$ cat src/rtl/bop_multi_unit.sv
`default_nettype none
// ============================================================================
//  Module   : bop_multi_unit
//  Purpose  : Tracks runs of sequential stores, records qualifying runs as
//             address ranges, and raises alarms on suspicious loads from them.
//  Revision : 1.0 - initial release
// ============================================================================
module bop_multi_unit #(
   parameter int NUM_TRACKERS   = 4,
   parameter int RANGE_DEPTH    = 8,
   parameter int MIN_RUN        = 16,
   parameter int TIMEOUT        = 6,
   parameter int FIRST_BYTE_MIN = 8
) (
   input  logic                         clk_i,
   input  logic                         rst_i,
   input  logic                         en_i,
   input  logic                         clear_i,
   input  logic                         instr_valid_i,
   input  logic [31:0]                  pc_i,
   input  logic [2:0]                   mem_op_i,
   input  logic [4:0]                   rs1_i,
   input  logic [4:0]                   rd_i,
   input  logic [31:0]                  addr_i,
   input  logic [31:0]                  wdata_i,
   output logic                         load_hit_o,
   output logic                         chain_alarm_o,
   output logic                         first_byte_alarm_o,
   output logic [31:0]                  alarm_addr_o,
   output logic [$clog2(RANGE_DEPTH):0] range_count_o,
   output logic                         drop_o
);

   localparam logic [2:0] c_OP_LB = 3'd1;
   localparam logic [2:0] c_OP_LW = 3'd2;
   localparam logic [2:0] c_OP_SB = 3'd3;
   localparam logic [2:0] c_OP_SH = 3'd4;
   localparam logic [2:0] c_OP_SW = 3'd5;
   localparam int         c_DW    = (TIMEOUT > 0) ? $clog2(TIMEOUT + 1) : 1;
   localparam int         c_PW    = $clog2(RANGE_DEPTH);
   localparam int         c_CW    = c_PW + 1;
   localparam logic [c_DW-1:0] c_DATE_INIT = c_DW'(TIMEOUT);

   // Tracker state
   logic [NUM_TRACKERS-1:0] r_active;
   logic [NUM_TRACKERS-1:0] r_pending;
   logic [31:0]             r_start     [NUM_TRACKERS];
   logic [31:0]             r_end       [NUM_TRACKERS];
   logic [31:0]             r_count     [NUM_TRACKERS];
   logic [31:0]             r_same      [NUM_TRACKERS];
   logic [31:0]             r_last_data [NUM_TRACKERS];
   logic [c_DW-1:0]         r_date      [NUM_TRACKERS];

   // Range table and its write stage
   logic [31:0]             r_tab_start [RANGE_DEPTH];
   logic [31:0]             r_tab_end   [RANGE_DEPTH];
   logic [RANGE_DEPTH-1:0]  r_tab_valid;
   logic [c_PW-1:0]         r_wr_ptr;
   logic                    r_wr_valid;
   logic [31:0]             r_wr_start;
   logic [31:0]             r_wr_end;

   logic [31:0]             r_last_pc;
   logic [4:0]              r_last_reg;

   logic                    w_accept, w_store, w_other;
   logic [31:0]             w_size, w_mask, w_new_end;
   logic [NUM_TRACKERS-1:0] w_ext_sel, w_alloc_sel, w_cmt_sel, w_qual;
   logic                    w_found_ext, w_found_free, w_found_cmt, w_drop;
   logic [31:0]             w_cmt_start, w_cmt_end;
   logic                    w_hit, w_fb, w_lookup, w_lw, w_lb, w_chain, w_fb_alarm;

   always_comb begin
      w_accept = instr_valid_i && en_i && (pc_i != r_last_pc);
      w_size   = 32'd0;
      w_mask   = 32'd0;
      case (mem_op_i)
         c_OP_SB: begin w_size = 32'd1; w_mask = 32'h0000_00FF; end
         c_OP_SH: begin w_size = 32'd2; w_mask = 32'h0000_FFFF; end
         c_OP_SW: begin w_size = 32'd4; w_mask = 32'hFFFF_FFFF; end
         default: begin end
      endcase
      // Stack- and frame-pointer based stores are never tracked
      w_store   = w_accept && (w_size != 32'd0) && (rs1_i != 5'd2) && (rs1_i != 5'd8);
      w_other   = w_accept && !w_store;
      w_new_end = addr_i + w_size - 32'd1;
   end

   // Lowest-index priority picks for extend, allocate and commit
   always_comb begin
      w_found_ext  = 1'b0;
      w_found_free = 1'b0;
      w_found_cmt  = 1'b0;
      w_ext_sel    = '0;
      w_alloc_sel  = '0;
      w_cmt_sel    = '0;
      w_qual       = '0;
      w_cmt_start  = 32'd0;
      w_cmt_end    = 32'd0;
      for (int i = 0; i < NUM_TRACKERS; i++) begin
         w_qual[i] = (r_count[i] > 32'(MIN_RUN)) && (r_same[i] < r_count[i]);
         if (!w_found_ext && w_store && r_active[i] && !r_pending[i] &&
             ((r_end[i] + 32'd1) == addr_i)) begin
            w_ext_sel[i] = 1'b1;
            w_found_ext  = 1'b1;
         end
         if (!w_found_free && !r_active[i]) begin
            w_alloc_sel[i] = 1'b1;
            w_found_free   = 1'b1;
         end
         if (!w_found_cmt && r_pending[i] && w_qual[i]) begin
            w_cmt_sel[i] = 1'b1;
            w_found_cmt  = 1'b1;
            w_cmt_start  = r_start[i];
            w_cmt_end    = r_end[i];
         end
      end
      if (!w_store || w_found_ext) begin
         w_alloc_sel = '0;
      end
      w_drop = w_store && !w_found_ext && !w_found_free;
   end

   always_comb begin
      w_hit = 1'b0;
      w_fb  = 1'b0;
      for (int j = 0; j < RANGE_DEPTH; j++) begin
         if (r_tab_valid[j] && (addr_i >= r_tab_start[j]) && (addr_i <= r_tab_end[j])) begin
            w_hit = 1'b1;
         end
         if (r_tab_valid[j] && (addr_i == r_tab_start[j]) &&
             ((r_tab_end[j] - r_tab_start[j] + 32'd1) > 32'(FIRST_BYTE_MIN))) begin
            w_fb = 1'b1;
         end
      end
      w_lookup   = w_accept && (rs1_i != 5'd2);
      w_lw       = w_lookup && (mem_op_i == c_OP_LW);
      w_lb       = w_lookup && (mem_op_i == c_OP_LB);
      w_chain    = w_lw && !w_hit && (rs1_i == r_last_reg) && load_hit_o;
      w_fb_alarm = w_lb && w_fb;
   end

   always_ff @(posedge clk_i) begin
      if (rst_i || clear_i) begin
         r_active  <= '0;
         r_pending <= '0;
         for (int i = 0; i < NUM_TRACKERS; i++) begin
            r_start[i]     <= 32'd0;
            r_end[i]       <= 32'd0;
            r_count[i]     <= 32'd0;
            r_same[i]      <= 32'd0;
            r_last_data[i] <= 32'd0;
            r_date[i]      <= '0;
         end
      end else begin
         for (int i = 0; i < NUM_TRACKERS; i++) begin
            if (w_ext_sel[i]) begin
               r_end[i]       <= w_new_end;
               r_count[i]     <= r_count[i] + w_size;
               r_date[i]      <= c_DATE_INIT;
               r_last_data[i] <= wdata_i;
               if (((wdata_i ^ r_last_data[i]) & w_mask) == 32'd0) begin
                  r_same[i] <= r_same[i] + w_size;
               end
            end else if (w_alloc_sel[i]) begin
               r_active[i]    <= 1'b1;
               r_pending[i]   <= 1'b0;
               r_start[i]     <= addr_i;
               r_end[i]       <= w_new_end;
               r_count[i]     <= w_size;
               r_same[i]      <= w_size;
               r_date[i]      <= c_DATE_INIT;
               r_last_data[i] <= wdata_i;
            end else if (r_pending[i]) begin
               // Non-qualifying runs retire at once; qualifying ones wait their turn
               if (w_cmt_sel[i] || !w_qual[i]) begin
                  r_active[i]  <= 1'b0;
                  r_pending[i] <= 1'b0;
               end
            end else if (w_other && r_active[i]) begin
               if (r_date[i] == '0) begin
                  r_pending[i] <= 1'b1;
               end else begin
                  r_date[i] <= r_date[i] - c_DW'(1);
               end
            end
         end
      end
   end

   always_ff @(posedge clk_i) begin
      if (rst_i || clear_i) begin
         r_tab_valid   <= '0;
         r_wr_ptr      <= '0;
         r_wr_valid    <= 1'b0;
         range_count_o <= '0;
      end else begin
         r_wr_valid <= |w_cmt_sel;
         if (r_wr_valid) begin
            r_tab_valid[r_wr_ptr] <= 1'b1;
            r_wr_ptr              <= r_wr_ptr + c_PW'(1);
            if (range_count_o != c_CW'(RANGE_DEPTH)) begin
               range_count_o <= range_count_o + c_CW'(1);
            end
         end
      end
   end

   // Table payload carries no reset; the valid bits gate every use
   always_ff @(posedge clk_i) begin
      r_wr_start <= w_cmt_start;
      r_wr_end   <= w_cmt_end;
      if (r_wr_valid) begin
         r_tab_start[r_wr_ptr] <= r_wr_start;
         r_tab_end[r_wr_ptr]   <= r_wr_end;
      end
   end

   always_ff @(posedge clk_i) begin
      if (rst_i || clear_i) begin
         r_last_pc          <= 32'd0;
         r_last_reg         <= 5'd0;
         load_hit_o         <= 1'b0;
         chain_alarm_o      <= 1'b0;
         first_byte_alarm_o <= 1'b0;
         alarm_addr_o       <= 32'd0;
         drop_o             <= 1'b0;
      end else begin
         drop_o <= w_drop;
         if (w_accept) begin
            r_last_pc <= pc_i;
         end
         if (w_lw) begin
            if (w_hit) begin
               load_hit_o <= 1'b1;
               r_last_reg <= rd_i;
            end else if (w_chain) begin
               chain_alarm_o <= 1'b1;
            end else begin
               load_hit_o <= 1'b0;
               r_last_reg <= 5'd0;
            end
         end
         if (w_fb_alarm) begin
            first_byte_alarm_o <= 1'b1;
         end
         if ((w_chain || w_fb_alarm) && !chain_alarm_o && !first_byte_alarm_o) begin
            alarm_addr_o <= addr_i;
         end
      end
   end

endmodule
`default_nettype wire

$ cat config.mk
export PLATFORM = sky130hd
export DESIGN_NAME = bop_multi_unit
export DESIGN_NICKNAME = d
export VERILOG_FILES = /design/src/rtl/bop_multi_unit.sv
export SDC_FILE = /design/constraint.sdc
export NUM_CORES = 2
export LEC_CHECK = 0
export CAP_MARGIN = 20
export CORE_MARGIN = 8
export CORE_UTILIZATION = 40
export DETAILED_ROUTE_END_ITERATION = 8
export PLACE_DENSITY_LB_ADDON = 0.12
export SYNTH_ARGS = -nofsm -noshare
export SYNTH_HDL_FRONTEND = slang
export SYNTH_SLANG_ARGS = --single-unit
$ cat constraint.sdc
create_clock -name clk_i -period 17.2 [get_ports clk_i]
set_clock_uncertainty 0.05 [all_clocks]
set_input_delay 5.16 -clock clk_i [delete_from_list [all_inputs] [get_ports clk_i]]
set_output_delay 5.16 -clock clk_i [all_outputs]
set_load 0.02 [all_outputs]
# After elaboration in Yosys (flattened, before gate mapping)

Memories as Yosys holds them, arrays and structs flattened.
Index checks and enable logic that the tools add are counted.

Multipliers: 0
Shift-type cells: 0
Add/subtract/negate cells: 36
Order comparisons: 34
Bitwise gates (word level): 62
Equality and inequality tests: 23
Multiplexer cells: 209
Reductions and logical operators: 140
Divide/modulo/power cells: 0

Operators with widths:

| kind                  | number |
|---|---|
| $mux 32               | 44 |
| $add 32x1->32 const B | 12 |
| $eq 32x32->1          | 12 |
| $add 32x3->32         | 8 |
| $ge 32x32->1          | 8 |
| $gt 32x4->1 const B   | 8 |
| $le 32x32->1          | 8 |
| $sub 32x32->32        | 8 |
| $mux 1                | 147 |
| $and 32x32->32        | 4 |
| $gt 32x5->1 const B   | 4 |
| $logic_not 32->1      | 4 |
| $lt 32x32->1          | 4 |
| $xor 32x32->32        | 4 |
| $pmux 32 s3           | 1 |
| $logic_and 1x1->1     | 83 |
| $or 1x1->1            | 48 |
| $mux 3                | 12 |
| $add 32x32->32        | 1 |
| $ne 32x32->1          | 1 |
| $reduce_bool 32->1    | 1 |
| $sub 32x1->32 const B | 1 |
| $logic_not 1->1       | 25 |
| $reduce_bool 2->1     | 8 |
| 24 further kinds      | 48 |

Bits of input ports: 114
Memories kept: 8
Latch bits: 0
Word-level logic and storage cells: 533
Bits in read-only memories: 0
Bits in registers: 161
Bits in writable memories: 1164
Output and inout port bits: 40

Memories:

| memory      | depth | width | read ports | clocked after memory_dff | wr ports | RTL line | RTL |
|---|---|---|---|---|---|---|---|
| r_tab_end   | 8     | 32    | 8          | 0                        | 1        | 56       | `logic [31:0] r_tab_end [RANGE_DEPTH];` |
| r_tab_start | 8     | 32    | 8          | 0                        | 1        | 55       | `logic [31:0] r_tab_start [RANGE_DEPTH];` |
| r_count     | 4     | 32    | 4          | 0                        | 4        | 49       | `logic [31:0] r_count [NUM_TRACKERS];` |
| r_end       | 4     | 32    | 4          | 0                        | 4        | 48       | `logic [31:0] r_end [NUM_TRACKERS];` |
| r_last_data | 4     | 32    | 4          | 0                        | 4        | 51       | `logic [31:0] r_last_data [NUM_TRACKERS];` |
| r_same      | 4     | 32    | 4          | 0                        | 4        | 50       | `logic [31:0] r_same [NUM_TRACKERS];` |
| +2 memories | -     | -     | -          | -                        | -        | -        |  |

# Longest topological paths before layout

Word-level depth: 36
Depth in mapped cells: 23
Gate-level depth less buffers: 23

# Worst setup path before layout

No wires, ideal clock.

Path kind: input port to flip-flop
Start point: input port addr_i[31]
End point: memory r_date[1][0] (netlist name) (enable)
Arrival: 14.551 ns
Stages: 10
Data required time: 16.814 ns
Library setup time: 0.336 ns
Slack: 2.263 ns
Path buffers: 1
Cells stage by stage: clkbuf_1 -> xor2_1 -> and3_1 -> o21ai_0 -> o31a_1 -> nor3_1 -> o2111ai_1 -> or4b_2 -> o21ai_0 -> a31o_2

RTL lines:

| item            | RTL line | RTL |
|---|---|---|
| start, declared | 24       | `input logic [31:0] addr_i,` |
| end, declared   | 52       | `logic [c_DW-1:0] r_date [NUM_TRACKERS];` |

==> flow_summary.json <==
{
  "fmax_mhz": 86.9,
  "clk_latency_ns": 0.81,
  "max_slew_margin_pct": 20.6,
  "start_kind": "input pin",
  "clock-sinks": 1325,
  "routed_wl_mm": 317,
  "multiInputGateArea_um2": 48600,
  "dp.cells": 12100,
  "clk_pin_slew_worst_paths_ns": 0.06,
  "wl_per_cell_um": 25.5,
  "die_height_um": 493,
  "syn_nets": 10400,
  "fp.dieW_um": 493,
  "fin_nets": 10500,
  "grt_max_degree": 70,
  "avgSynthCellArea_um2": 10.1,
  "slowest_delay_ns": 0.88,
  "drv_cap": 0,
  "peakVddDrop_mv": 0.0840,
  "yosys_warnings": 0,
  "overflow": 0,
  "core_area_um2": 227000,
  "min_path_cells": 1,
  "synth-seq-cells": 1325,
  "path_class": "in -> reg",
  "p_sw_mw": 1.92,
  "status": "finished, final reports clean",
  "r2r.worst_path.cells": 21,
  "ys_seq_area_share_pct": 42.0,
  "seqPwrFrac_pct": 47.2,
  "critical_path_cell_count": 17,
  "hold_buffers": 0,
  "die_area_um2": 243000,
  "final_layout_size_suffix_gt1_share_pct": 5.61,
  "tritoncts": "done",
  "met3_length_mm": 25.7,
  "area_growth_pct": 11.9,
  "htreeDepth": 4,
  "grt_usage_pct": 25.2,
  "p_int_mw": 5.72,
  "route.met2.wl_mm": 138,
  "port_buffers": 153,
  "final.min_clock_period_ns": 11.51,
  "crit_slowest_cell": "a211oi_1",
  "drt_iter0_markers": 7587,
  "vias_per_cell": 5.78,
  "swShare_pct": 25.2,
  "p_leak_nw": 42.9,
  "synthCells": 9029,
  "cp.arrival_ns": 12.02,
  "grt_pass1_vias": 69200,
  "highest_layer": "met5",
  "ys_types": 106,
  "cts_buffers": 159,
  "seq_area_um2": 38200,
  "power.density_nw_per_um2": 75.1,
  "row_count": 175,
  "place_congestion": 0.950,
  "vias": 71800,
  "n_fill_cell": 21500,
  "min_path_type": "reg -> reg",
  "synth_area_um2": 90900,
  "finalNonFillerCells": 12400,
  "cp_max_fo": 65,
  "synthArstFlopShare_pct": 0,
  "cp_num_buf_inv": 4,
  "first_pass_iters": 6,
  "post-route-period-util_pct": 66.9,
  "antenna_found_initial": 52,
  "dp_hpwl_mm": 227,
  "hold_viol_final": 0,
  "synth_edf_count": 1164,
  "worstPathCellList": "clkdlybuf4s50_1 > nand3b_1 > inv_1 > o21ai_0 > a211oi_1 > o2111ai_1 > a2111oi_0 > o211ai_1 > o21ai_0 > nor2b_1 > nand2_4 > or3_1 > nand2_1 > buf_4 > or2_4 > buf_4 > nand2b_1",
  "start_util_pct": 40.1,
  "ioPinCount": 154,
  "ys.flop_type": "edfxtp_1",
  "comb_power_share_pct": 8.2,
  "holdWs_ns": 0.404,
  "drt-met1-wl_mm": 139,
  "clockRootBuffer": "clkbuf_16",
  "setup_viol": 0,
  "crit_required_ns": 17.71,
  "rsz0062_at_grt": "no",
  "power.share.clock_pct": 44.5,
  "grt_pass1_wl_mm": 459,
  "cts-resized-gates": 0,
  "remaining_drc_errors": 0,
  "fin_tns_setup_ns": 0,
  "maxSlewViolCount": 0,
  "cts_buffer_depth": 3,
  "worstSetupEndpointType": "flop",
  "tightest_slew_ns": 1.19,
  "ant_nets": 0,
  "post_cts_buffers": 0,
  "path_delay_family": "compound AO/OA/AOI/OAI gates",
  "top_regs": "r_tab_end x256, r_tab_start x256"
}
cell usage in the layout, fill, tap and decap left out, drive strengths merged, types with 51 or more instances in the layout:
master / count
clkbuf: 207
xor2: 278
clkdlybuf4s50: 122
xnor2: 438
o21ai: 370
nand2: 386
nand2b: 87
nand3: 228
and3: 131
ha: 1196
edfxtp: 1164
a221o: 69
nor2b: 162
mux2i: 92
a211oi: 68
nand4: 274
diode: 57
a31oi: 51
nor4: 118
clkinv: 70
o21a: 63
buf: 174
and2: 132
nor3: 137
a22oi: 82
nor2: 911
inv: 862
dfxtp: 161
a21o: 305
a21oi: 446
worst paths after layout:
path	startpoint	to	slack (ns)
worst max-delay path	mem_op_i[0]	r_date[0][1]	5.69
worst min-delay path	r_start[0][27]	r_wr_start[27]	0.40
worst max register to register	r_tab_start[5][1]	alarm_addr_o[28]	10.17
worst min register to register	r_start[0][27]	r_wr_start[27]	0.40
stage by stage:
| step | setup slack [ns] | utilization, % | power, mW | area [um^2] |
|---|---|---|---|---|
| after detailed placement | 4.13 | 42.5 | 4.29 | 96300 |
| final | 5.69 | 44.9 | 7.64 | 102000 |
| after global placement | 4.36 | 42.5 | 4.28 | 96200 |
| after global routing | 5.35 | 44.8 | 7.88 | 102000 |
| after CTS | 5.00 | 44.8 | 7.70 | 101000 |
| after floorplan | 2.26 | - | 4.02 | 90900 |
worst reg2reg max path: stages, from the launching register on:
cell and delay [ns]:
edfxtp_1 0.39, ha_1 0.31, inv_1 0.06, ha_1 0.20
inv_1 0.07, fa_1 0.44, nor2b_4 0.17, o2111a_1 0.28
nor4b_4 0.08, o221ai_2 0.35, a31oi_1 0.16, mux2i_1 0.14
nor4_1 0.27, nand4_1 0.16, or4_1 0.49, nor4_1 0.94
o2111ai_1 0.59, o41ai_4 0.86, a211oi_4 0.13, buf_4 0.39
mux2i_1 0.30, nor2_1 0.05
synth_stat cells, drive strengths merged (68+ instances only):
| master | instances | area share, % |
|---|---|---|
| xnor2 | 438 | 4.2 |
| dfxtp | 161 | 3.5 |
| nand2b | 87 | 0.60 |
| ha | 1196 | 16 |
| nor4 | 118 | 0.83 |
| clkbuf | 219 | 0.91 |
| a221o | 69 | 0.76 |
| nor2b | 162 | 1.1 |
| nand2 | 386 | 1.6 |
| a22oi | 82 | 0.68 |
| nor3 | 137 | 0.77 |
| and3 | 131 | 0.90 |
| mux2i | 92 | 1.0 |
| a211oi | 68 | 0.59 |
| nand3 | 228 | 1.3 |
| a21oi | 446 | 2.5 |
| nand4 | 274 | 1.9 |
| nor2 | 911 | 3.8 |
| edfxtp | 1164 | 38 |
| inv | 853 | 3.5 |
| o21ai | 370 | 2.0 |
| a21o | 305 | 2.5 |
| and2 | 132 | 0.91 |
| xor2 | 278 | 2.7 |
routing by layer:
metal / vias up / track usage (%)
met5: - / 0
li1: 33400 / -
met2: 2855 / 39.2
met4: 14 / 10.5
met3: 548 / 4.55
met1: 35000 / 34.7
cell type report:
type	count	share of cell area, %
multi-input combinational	6582	47.8
inverter	857	3.16
timing repair buffer	296	2.57
antenna	57	0.140
clock inverter	88	0.769
tap	3009	3.70
clock buffer	207	4.31
sequential	1325	37.5
power by group through the flow:
stage / clock (mW) / combinational, mW / sequential [mW]
floorplan: 0 / 0.369 / 3.66
global route: 3.58 / 0.681 / 3.62
global placement: 0 / 0.606 / 3.67
detailed placement: 0 / 0.618 / 3.67
finish: 3.40 / 0.628 / 3.61
CTS: 3.48 / 0.622 / 3.61
cells by family (layout without fill, tap and decap cells):
group / after synthesis / after routing / synth area share, %
compound gates: 1827 / 1827 / 13.4
xor+xnor: 716 / 716 / 6.90
fa+ha+maj: 1213 / 1213 / 16.8
buf+inv: 1122 / 1448 / 4.72
flops: 1325 / 1325 / 42.0
mux: 97 / 97 / 1.08
other cells: 0 / 57 / 0
simple gates: 2729 / 2729 / 15.0
Note: power is estimated with default switching activity, not from simulation.
